### config.mk
export PLATFORM = sky130hd
export DESIGN_NAME = prog_seq_ctr
export DESIGN_NICKNAME = d
export VERILOG_FILES = /design/src/rtl/prog_seq_ctr_pkg.sv /design/src/rtl/prog_seq_ctr_start_edge_det.sv /design/src/rtl/prog_seq_ctr.sv
export SDC_FILE = /design/constraint.sdc
export NUM_CORES = 1
export LEC_CHECK = 0
export BUFFER_PORTS_ARGS = -buffer_cell sky130_fd_sc_hd__buf_2
export CELL_PAD_IN_SITES_DETAIL_PLACEMENT = 0
export CELL_PAD_IN_SITES_GLOBAL_PLACEMENT = 1
export CORE_MARGIN = 4
export CORE_UTILIZATION = 38
export CTS_CLUSTER_SIZE = 30
export DETAILED_ROUTE_END_ITERATION = 6
export GPL_ROUTABILITY_DRIVEN = 0
export MAX_ROUTING_LAYER = met4
export PLACE_DENSITY_LB_ADDON = 0.1
export SYNTH_ARGS = -nofsm -noshare
export SYNTH_HDL_FRONTEND = slang
export SYNTH_SLANG_ARGS = --single-unit
### constraint.sdc
create_clock -name Clk -period 3.5 [get_ports Clk]
set_clock_uncertainty 0.15 [all_clocks]
set_input_delay 0.7 -clock Clk [delete_from_list [all_inputs] [get_ports Clk]]
set_output_delay 0.7 -clock Clk [all_outputs]
set_load 0.05 [all_outputs]
### src/rtl/prog_seq_ctr_pkg.sv
// prog_seq_ctr_pkg: shared state/next-PC encodings and entry-table lookup for prog_seq_ctr
package prog_seq_ctr_pkg;
  typedef enum logic [1:0] {IDLE, LOAD, RUN, HALTED} psc_state_t;
  typedef enum logic [2:0] {HOLD, INC, JMP, BUP, BDN, CALL, RET} psc_nextpc_t;
  localparam int unsigned PSC_TBL_MAX  = 1024;
  localparam int unsigned PSC_ADDR_MAX = 32;
  // program k (1-based) lives at bits [k*w-1:(k-1)*w]; caller truncates to its PC width
  function automatic logic [PSC_ADDR_MAX-1:0] entry_addr(input logic [PSC_TBL_MAX-1:0] tbl,
                                                         input int unsigned w, input int unsigned idx);
    return PSC_ADDR_MAX'(tbl >> (w * (idx - 1)));
  endfunction
endpackage

### src/rtl/prog_seq_ctr_start_edge_det.sv
// prog_seq_ctr_start_edge_det: registers Start and flags its rising/falling edges
module prog_seq_ctr_start_edge_det (
  input  logic clk,
  input  logic rst_n,
  input  logic start,
  output logic rise,
  output logic fall
);
  logic start_q;
  // previous-cycle copy of the strobe
  always_ff @(posedge clk or negedge rst_n)
    if (!rst_n) start_q <= 1'b0;
    else        start_q <= start;
  assign rise = start & ~start_q;
  assign fall = ~start & start_q;
endmodule

### src/rtl/prog_seq_ctr.sv
// prog_seq_ctr: program counter with multi-program launch sequencer; define PSC_CALL_EN for Call/Ret with a link register
module prog_seq_ctr
  import prog_seq_ctr_pkg::*;
#(
  parameter int L         = 10,
  parameter int OFF_W     = 8,
  parameter int NUM_PROGS = 3,
  parameter logic [NUM_PROGS*L-1:0] ENTRY_ADDRS = {10'd639, 10'd190, 10'd0}
) (
  input  logic                         Clk,
  input  logic                         Reset_n,
  input  logic                         Start,
  input  logic                         Halt,
  input  logic                         Stall,
  input  logic                         BranchUp,
  input  logic                         BranchDown,
  input  logic                         Jump,
  input  logic [OFF_W-1:0]             PCTarget,
  input  logic [L-1:0]                 JumpAddr,
`ifdef PSC_CALL_EN
  input  logic                         Call,
  input  logic                         Ret,
`endif
  output logic [L-1:0]                 ProgCtr,
  output logic [$clog2(NUM_PROGS+1)-1:0] ProgIdx,
  output logic                         Running,
  output logic                         Done,
  output logic                         Err
);
  localparam int IW = $clog2(NUM_PROGS + 1);
  localparam int PW = $clog2(NUM_PROGS + 2);
  psc_state_t  state_q, state_d;
  psc_nextpc_t sel;
  logic [L-1:0]  pc_q, pc_d, off;
  logic [IW-1:0] idx_q, idx_d;
  logic [PW-1:0] pend_q, pend_d;
  logic          err_q, err_d, rise, fall, launch, launch_ok, in_run, acting, conflict;
`ifdef PSC_CALL_EN
  logic [L-1:0]  link_q, link_d;
`endif
  prog_seq_ctr_start_edge_det u_edge (
    .clk   (Clk),
    .rst_n (Reset_n),
    .start (Start),
    .rise  (rise),
    .fall  (fall)
  );
  assign off       = L'(PCTarget);
  assign launch    = fall && state_q != LOAD;
  assign launch_ok = 32'(pend_q) <= NUM_PROGS;
  assign in_run    = state_q == RUN && !fall;
  assign acting    = in_run && !Halt && !Stall;
  // state and datapath registers
  always_ff @(posedge Clk or negedge Reset_n)
    if (!Reset_n) begin
      state_q <= IDLE;
      pc_q    <= '0;
      idx_q   <= '0;
      pend_q  <= '0;
      err_q   <= 1'b0;
`ifdef PSC_CALL_EN
      link_q  <= '0;
`endif
    end else begin
      state_q <= state_d;
      pc_q    <= pc_d;
      idx_q   <= idx_d;
      pend_q  <= pend_d;
      err_q   <= err_d;
`ifdef PSC_CALL_EN
      link_q  <= link_d;
`endif
    end
  // next state: a launch preempts everything, an out-of-range launch parks in HALTED
  always_comb begin
    state_d = launch ? (launch_ok ? LOAD : HALTED) :
              (state_q == LOAD) ? RUN :
              (state_q == RUN && Halt && !Stall) ? HALTED : state_q;
  end
  // next-PC source, lowest priority first so later lines override
  always_comb begin
    sel = INC;
    if (BranchDown) sel = BDN;
    if (BranchUp) sel = BUP;
    if (Jump) sel = JMP;
`ifdef PSC_CALL_EN
    if (Ret) sel = RET;
    if (Call) sel = CALL;
`endif
    if (!acting) sel = HOLD;
  end
  // PC mux, launch bookkeeping and sticky error
  always_comb begin
    conflict = acting && ((Jump && BranchUp) || (Jump && BranchDown) || (BranchUp && BranchDown));
`ifdef PSC_CALL_EN
    conflict = conflict || (acting && Call && Ret);
    link_d   = (state_q == LOAD) ? '0 : (sel == CALL) ? pc_q + L'(1) : link_q;
`endif
    pc_d   = (state_q == LOAD) ? L'(entry_addr(PSC_TBL_MAX'(ENTRY_ADDRS), L, 32'(pend_q))) :
             (sel == INC) ? pc_q + L'(1) :
             (sel == JMP) ? JumpAddr :
             (sel == BUP) ? pc_q - off :
             (sel == BDN) ? pc_q + off :
`ifdef PSC_CALL_EN
             (sel == CALL) ? JumpAddr :
             (sel == RET) ? link_q :
`endif
             pc_q;
    pend_d = rise ? PW'(idx_q) + PW'(1) : pend_q;
    idx_d  = (state_q == LOAD) ? IW'(pend_q) : idx_q;
    err_d  = err_q || conflict || (launch && !launch_ok);
  end
  // outputs are decodes of registered state only
  always_comb begin
    ProgCtr = pc_q;
    ProgIdx = idx_q;
    Running = state_q == RUN;
    Done    = state_q == HALTED;
    Err     = err_q;
  end
endmodule

==> results of run 1 <==
worst reg2reg max path: stages (launching register included):
cell      delay (ns)
dfrtp_1         0.40
buf_4           0.15
nor3_4          0.32
ha_4            0.18
ha_4            0.12
inv_2           0.03
fa_2            0.33
inv_2           0.07
ha_4            0.13
inv_2           0.04
ha_4            0.24
and4bb_1        0.17
nand3_1         0.08
a21o_1          0.18
or2_4           0.26
a211o_1         0.27
a221oi_2        0.23
registers in the layout, indices dropped and copies added (netlist names):
name	cells
Err	1
ProgCtr	10
state_q	2
ProgIdx	2
u_edge.start_q	1
pend_q	3
cell type report:
type	count	area (um^2)	share of cell area
clock buffer	3	41.3	0.0143
inverter	15	58.8	0.0204
tap	75	93.8	0.0325
timing repair buffer	62	369	0.128
multi-input combinational	244	1840	0.639
clock inverter	1	5.00	0.00173
sequential	19	475	0.165
how the worst max path moves through the flow:
stage / start / slack, ns / endpoint / cells after the start
2_1_floorplan: pend_q[0]$_DFFE_PN0P_ / -0.08 / ProgCtr[5]$_DFFE_PN0P_ / 19
3_3_place_gp: pend_q[1]$_DFFE_PN0P_ / -0.10 / ProgCtr[3]$_DFFE_PN0P_ / 17
3_5_place_dp: pend_q[1]$_DFFE_PN0P_ / -0.11 / ProgCtr[8]$_DFFE_PN0P_ / 18
4_1_cts: pend_q[0]$_DFFE_PN0P_ / 0.03 / ProgCtr[5]$_DFFE_PN0P_ / 16
5_1_grt: pend_q[0]$_DFFE_PN0P_ / -0.08 / ProgCtr[5]$_DFFE_PN0P_ / 16
6_report: pend_q[1]$_DFFE_PN0P_ / 0.06 / ProgCtr[5]$_DFFE_PN0P_ / 16
routing by layer:
layer  part of all wire  wire, um  global-route usage  up-vias
li1                   -         -                   -     1167
met1               0.45      2800               0.224     1062
met2               0.50      3150               0.311       47
met3              0.041       256              0.0163        6
met4              0.010        63              0.0446        0
met5                  0         0                   -        -
cells in the mapped netlist (4+ instances only):
cell,instances
nand2b_1,5
ha_1,23
dfrtp_1,19
a21oi_1,28
nor3_1,9
o21ai_0,16
nor2_1,23
xnor2_1,10
and3_1,4
nor2b_1,9
clkbuf_1,4
xor2_1,11
mux2i_1,7
inv_1,15
a211oi_1,7
buf_2,4
nand3_1,10
nand2_1,27
power groups by stage:
stage               logic (mW)  clock network (mW)  registers [mW]
CTS                       2.38               0.161           0.477
floorplan                 1.55                   0           0.670
finish                    2.52               0.151           0.480
detailed placement        2.32                   0           0.478
global route              2.81               0.168           0.501
global placement          2.32                   0           0.479
kinds of logic after synthesis:
kind of cell / count (synthesis) / share of synthesized area
flops: 19 / 0.207
mux: 8 / 0.0354
xor+xnor: 21 / 0.0800
buf+inv: 27 / 0.0544
simple gates: 102 / 0.225
fa+ha+maj: 26 / 0.147
compound gates: 87 / 0.251
repair_timing:
action,CTS,global route
hold endpoints to repair,0,0
setup buffers,0,1
pin swaps,2,4
endpoints found under the setup margin,5,8
resized for setup,7,14
==> run metrics, run 1 <==
GR Overflow Total=0; DP Worst Slack=-0.114 ns; Synth Area per Inst=7.93 um^2; Syn Nets=approximately 340; DIE HEIGHT=~86 um; Register-to-Register Path Depth=16; Gate power share=0.800; P&R area growth vs syn=25.6%; worst rel slew slack=0.698; RSZ-0062 raised after global routing=true; critical path arrival=roughly 3.5 ns; cells after synthesis=290; ys flop type=dfrtp_1; crit path buf inv count=4; Yosys reg bits=19; Flop pwr share=0.152; DRC Markers=0; LEAKAGE=roughly 1.3 nW; HPWL after DPL=5120 um; CTS tree=built; Port Buffer Count=40; clk_lat worst skew=~0.25 ns; antenna violations before repair=0; fin util=0.491; die area=between 7000 and 8000 um^2; non-filler cells, final=around 420; Antenna diodes=0; vias in the first global route=~2,200; Max VDD drop=roughly 1.2 mV; Final Setup Violations=0; root buf cell=clkbuf_8; Routed Antenna Nets=0; deepest clock path buffer count=2; outcome=completed; Clk pwr share=0.048; Fin Setup TNS=0 ns; mapped cell area=between 2000 and 2500 um^2; core box area=5890 um^2; WP data required=between 3 and 4 ns; first-pass GRT wire length=between 10,000 and 15,000 um; TritonCTS buffer count=3; Final Hold Vio Count=0; Cells after DPL=between 400 and 500; share of the synthesized area in the top cell type=0.207; Finished Cell Area=2890 um^2; WHS=~0.24 ns; Vias/cell=between 5 and 6; ys async rst share=1.00; Sw Pwr=approximately 1.7 mW; H-tree depth=1; synth top area cells=dfrtp_1 21%, ha_1 13%, a21oi_1 6.1%; delay-heaviest family, CP=adder cells; worst setup margin=0.0647 ns; boundary pin count=between 40 and 50; endpoint type of the worst setup path=flop; DRT iter0 DRCs=about 110; Pwr Density=roughly 1100 nW/um^2; DRT Pass-1 Iters=4; Syn. warnings=0; crit-path max FO=5; Slew Viols, Final=0; min Tclk post-route=3.44 ns; min-delay worst type=in2async; hold buffer count at cts=0; crit path cell chain=buf_4 -> nor3_4 -> ha_4 -> ha_4 -> inv_2 -> fa_2 -> inv_2 -> ha_4 -> inv_2 -> ha_4 -> and4bb_1 -> nand3_1 -> a21o_1 -> or2_4 -> a211o_1 -> a221oi_2; total wire length=6260 um; Cell Int Power=1.44 mW; gr usage total=0.179; r2r startpoint=pend_q[1]$_DFFE_PN0P_; number of filler cells placed in the layout=between 600 and 700; Clk pin slew, worst setup/hold paths=0.07 ns; commonest non-fill, non-tap cell in the layout=buf_2; Worst R2R Setup Slack=approximately 0.065 ns; Fmax=about 290 MHz; Least-Margin Pin Slew=about 0.45 ns; row cnt=28; most used cell, CP=ha_4; NumNets Final=between 300 and 400; crit path kind=reg2reg; share of layout cells above drive strength 1=0.273; chip width=roughly 86 um; post-place instance area=2730 um^2; crit share post-route=0.982; R2R Path End=ProgCtr[5]$_DFFE_PN0P_; most frequent cells in the layout=40 x buf_2, 28 x a21oi_1, 27 x nand2_1; Sw Ratio=0.542; crit path launch type=flop; Pwr Total=around 3.2 mW; Post-synth EDFFs=0; register area share after synthesis=0.207; slowest cell delay on critical path=about 0.40 ns; post-synth top area cell=dfrtp_1; clock tree sinks=19; post-synth cell types=56; CP max stage cell=dfrtp_1; max_cap viols=0; Avg WL per Cell=approximately 15 um; Initial Utilization=0.391; Via Count=between 2,000 and 2,500; largest net degree at the start of global routing=20
Note: power is estimated with default switching activity, not from simulation.
==> inputs of run 2 (changes only) <==
--- a/config.mk
+++ b/config.mk
@@ -10,11 +10,13 @@
 export CELL_PAD_IN_SITES_GLOBAL_PLACEMENT = 1
 export CORE_MARGIN = 4
 export CORE_UTILIZATION = 38
+export CTS_CLUSTER_DIAMETER = 30
 export CTS_CLUSTER_SIZE = 30
 export DETAILED_ROUTE_END_ITERATION = 6
 export GPL_ROUTABILITY_DRIVEN = 0
 export MAX_ROUTING_LAYER = met4
-export PLACE_DENSITY_LB_ADDON = 0.1
+export PLACE_DENSITY_LB_ADDON = 0.12
+export SLEW_MARGIN = 40
 export SYNTH_ARGS = -nofsm -noshare
 export SYNTH_HDL_FRONTEND = slang
 export SYNTH_SLANG_ARGS = --single-unit
==> run metrics, run 2 (synthesis results as in run 1) <==
Slew Viols, Final=0 (unchanged); Antenna diodes=0 (unchanged); fin util=0.483 (-0.00765); Vias/cell=5.46 (+0.21%); crit-path max FO=5 (unchanged); worst rel slew slack=0.699 (+0.00105); DRC Markers=0 (unchanged); HPWL after DPL=5270 um (+3.0%); crit path launch type=flop; DIE HEIGHT=85.8 um (unchanged); Via Count=2,265 (-0.74%); Port Buffer Count=40 (unchanged); Max VDD drop=1.31 mV (+5.3%); WP data required=3.53 ns (+0.02 ns); DP Worst Slack=-0.155 ns (-0.0405 ns); NumNets Final=392 (-1.0%); Initial Utilization=0.391 (unchanged); R2R Path End=ProgCtr[4]$_DFFE_PN0P_; Cells after DPL=411 (-0.72%); number of filler cells placed in the layout=597 (-6.9%); Least-Margin Pin Slew=0.452 ns (-0.00158 ns); Avg WL per Cell=15.7 um (+5.4%); Finished Cell Area=2840 um^2 (-1.6%); Final Hold Vio Count=0 (unchanged); endpoint type of the worst setup path=flop; LEAKAGE=1.24 nW (-1.5%); row cnt=28 (unchanged); Pwr Density=1100 nW/um^2 (+0.77%); Sw Ratio=0.558 (+0.0158); Sw Pwr=1.74 mW (+2.1%); Routed Antenna Nets=0 (unchanged); WHS=0.230 ns (-0.00913 ns); P&R area growth vs syn=23.7%; non-filler cells, final=415 (-0.95%); clk_lat worst skew=0.26 ns (about the same); total wire length=6530 um (+4.3%); post-place instance area=2710 um^2 (-0.83%); min-delay worst type=in2async; max FFs per register=10 (unchanged); H-tree depth=1 (unchanged); most frequent cells in the layout=40 x buf_2, 28 x a21oi_1, 27 x nand2_1; Final Setup Violations=0 (unchanged); Flop pwr share=0.154 (+0.002); clock tree sinks=19 (unchanged); min Tclk post-route=3.49 ns (+0.0506 ns); crit path kind=reg2reg; hold buffer count at cts=0 (unchanged); core box area=5890 um^2 (unchanged); commonest non-fill, non-tap cell in the layout=buf_2; TritonCTS buffer count=3 (unchanged); largest net degree at the start of global routing=20 (unchanged); boundary pin count=41 (unchanged); worst setup margin=0.0141 ns (-0.0506 ns); root buf cell=clkbuf_8; r2r startpoint=pend_q[0]$_DFFE_PN0P_; crit share post-route=0.996 (+0.0145); RSZ-0062 raised after global routing=true; share of layout cells above drive strength 1=0.268 (-0.00561); Fin Setup TNS=0 ns (unchanged); Pwr Total=3.13 mW (-0.80%); chip width=85.8 um (unchanged); Cell Int Power=1.38 mW (-4.2%); deepest clock path buffer count=2 (unchanged); critical path arrival=3.52 ns (+0.07 ns); DRT iter0 DRCs=104 (-6.3%); die area=7360 um^2 (unchanged); vias in the first global route=2,248 (+2.6%); Clk pin slew, worst setup/hold paths=0.08 ns (about the same); Fmax=287 MHz (-1.5%); CTS tree=built; Post CTS Setup Buffer Count=0 (unchanged); Gate power share=0.796 (-0.004); Worst R2R Setup Slack=0.01 ns (-0.05 ns); max_cap viols=0 (unchanged); GR Overflow Total=0 (unchanged); outcome=completed; antenna violations before repair=0 (unchanged); Register-to-Register Path Depth=17 (+1); first-pass GRT wire length=11,000 um (+5.6%); Clk pwr share=0.050 (+0.002); DRT Pass-1 Iters=6 (+2); gr usage total=0.188 (+0.00917)
-- run 2: layout make-up --
cell class	instances	area, um^2	area share
clock buffer	3	41.3	0.0145
clock inverter	1	5.00	0.00176
inverter	15	58.8	0.0207
multi-input combinational	244	1830	0.645
sequential	19	475	0.167
tap	75	93.8	0.0330
timing repair buffer	58	335	0.118
-- run 2: layer usage --
layer  part of all wire  vias up  GRT usage
li1                   -     1158          -
met1               0.47     1060      0.239
met2               0.48       38      0.317
met3              0.030        9     0.0192
met4              0.018        0     0.0561
met5                  0        -          -
-- run 2: worst max path at each step --
stage	slack, ns	endpoint	start	cells past startpoint
floorplan	-0.08	ProgCtr[5]$_DFFE_PN0P_	pend_q[0]$_DFFE_PN0P_	19
global placement	-0.13	ProgCtr[3]$_DFFE_PN0P_	pend_q[1]$_DFFE_PN0P_	17
detailed placement	-0.15	ProgCtr[3]$_DFFE_PN0P_	pend_q[1]$_DFFE_PN0P_	17
CTS	0.001	ProgCtr[8]$_DFFE_PN0P_	pend_q[0]$_DFFE_PN0P_	17
global route	-0.13	ProgCtr[5]$_DFFE_PN0P_	pend_q[0]$_DFFE_PN0P_	16
finish	0.01	ProgCtr[4]$_DFFE_PN0P_	pend_q[0]$_DFFE_PN0P_	17
-- run 2: repair_timing --
action / in CTS / in global routing
gates resized for setup: 5 / 15
endpoints found under the setup margin: 6 / 8
pin swaps: 3 / 7
hold endpoints to repair: 0 / 0
-- run 2: worst max-delay path, cell delays in order (launching register included) --
cell and delay (ns):
dfrtp_1 0.42, inv_2 0.07, ha_4 0.16, xor2_2 0.18, ha_1 0.33, inv_2 0.05, fa_2 0.37, inv_2 0.08
ha_4 0.13, inv_2 0.04, ha_4 0.24, and4bb_1 0.19, nand3_1 0.08, a21o_1 0.17, or2_4 0.26, buf_4 0.16
a21o_2 0.18, a31oi_1 0.14
-- run 2: power groups by stage --
stage | registers [mW] | logic [mW] | clock network, mW
global placement | 0.479 | 2.30 | 0
finish | 0.481 | 2.49 | 0.156
detailed placement | 0.479 | 2.31 | 0
floorplan | 0.670 | 1.55 | 0
CTS | 0.476 | 2.36 | 0.159
global route | 0.502 | 2.75 | 0.172
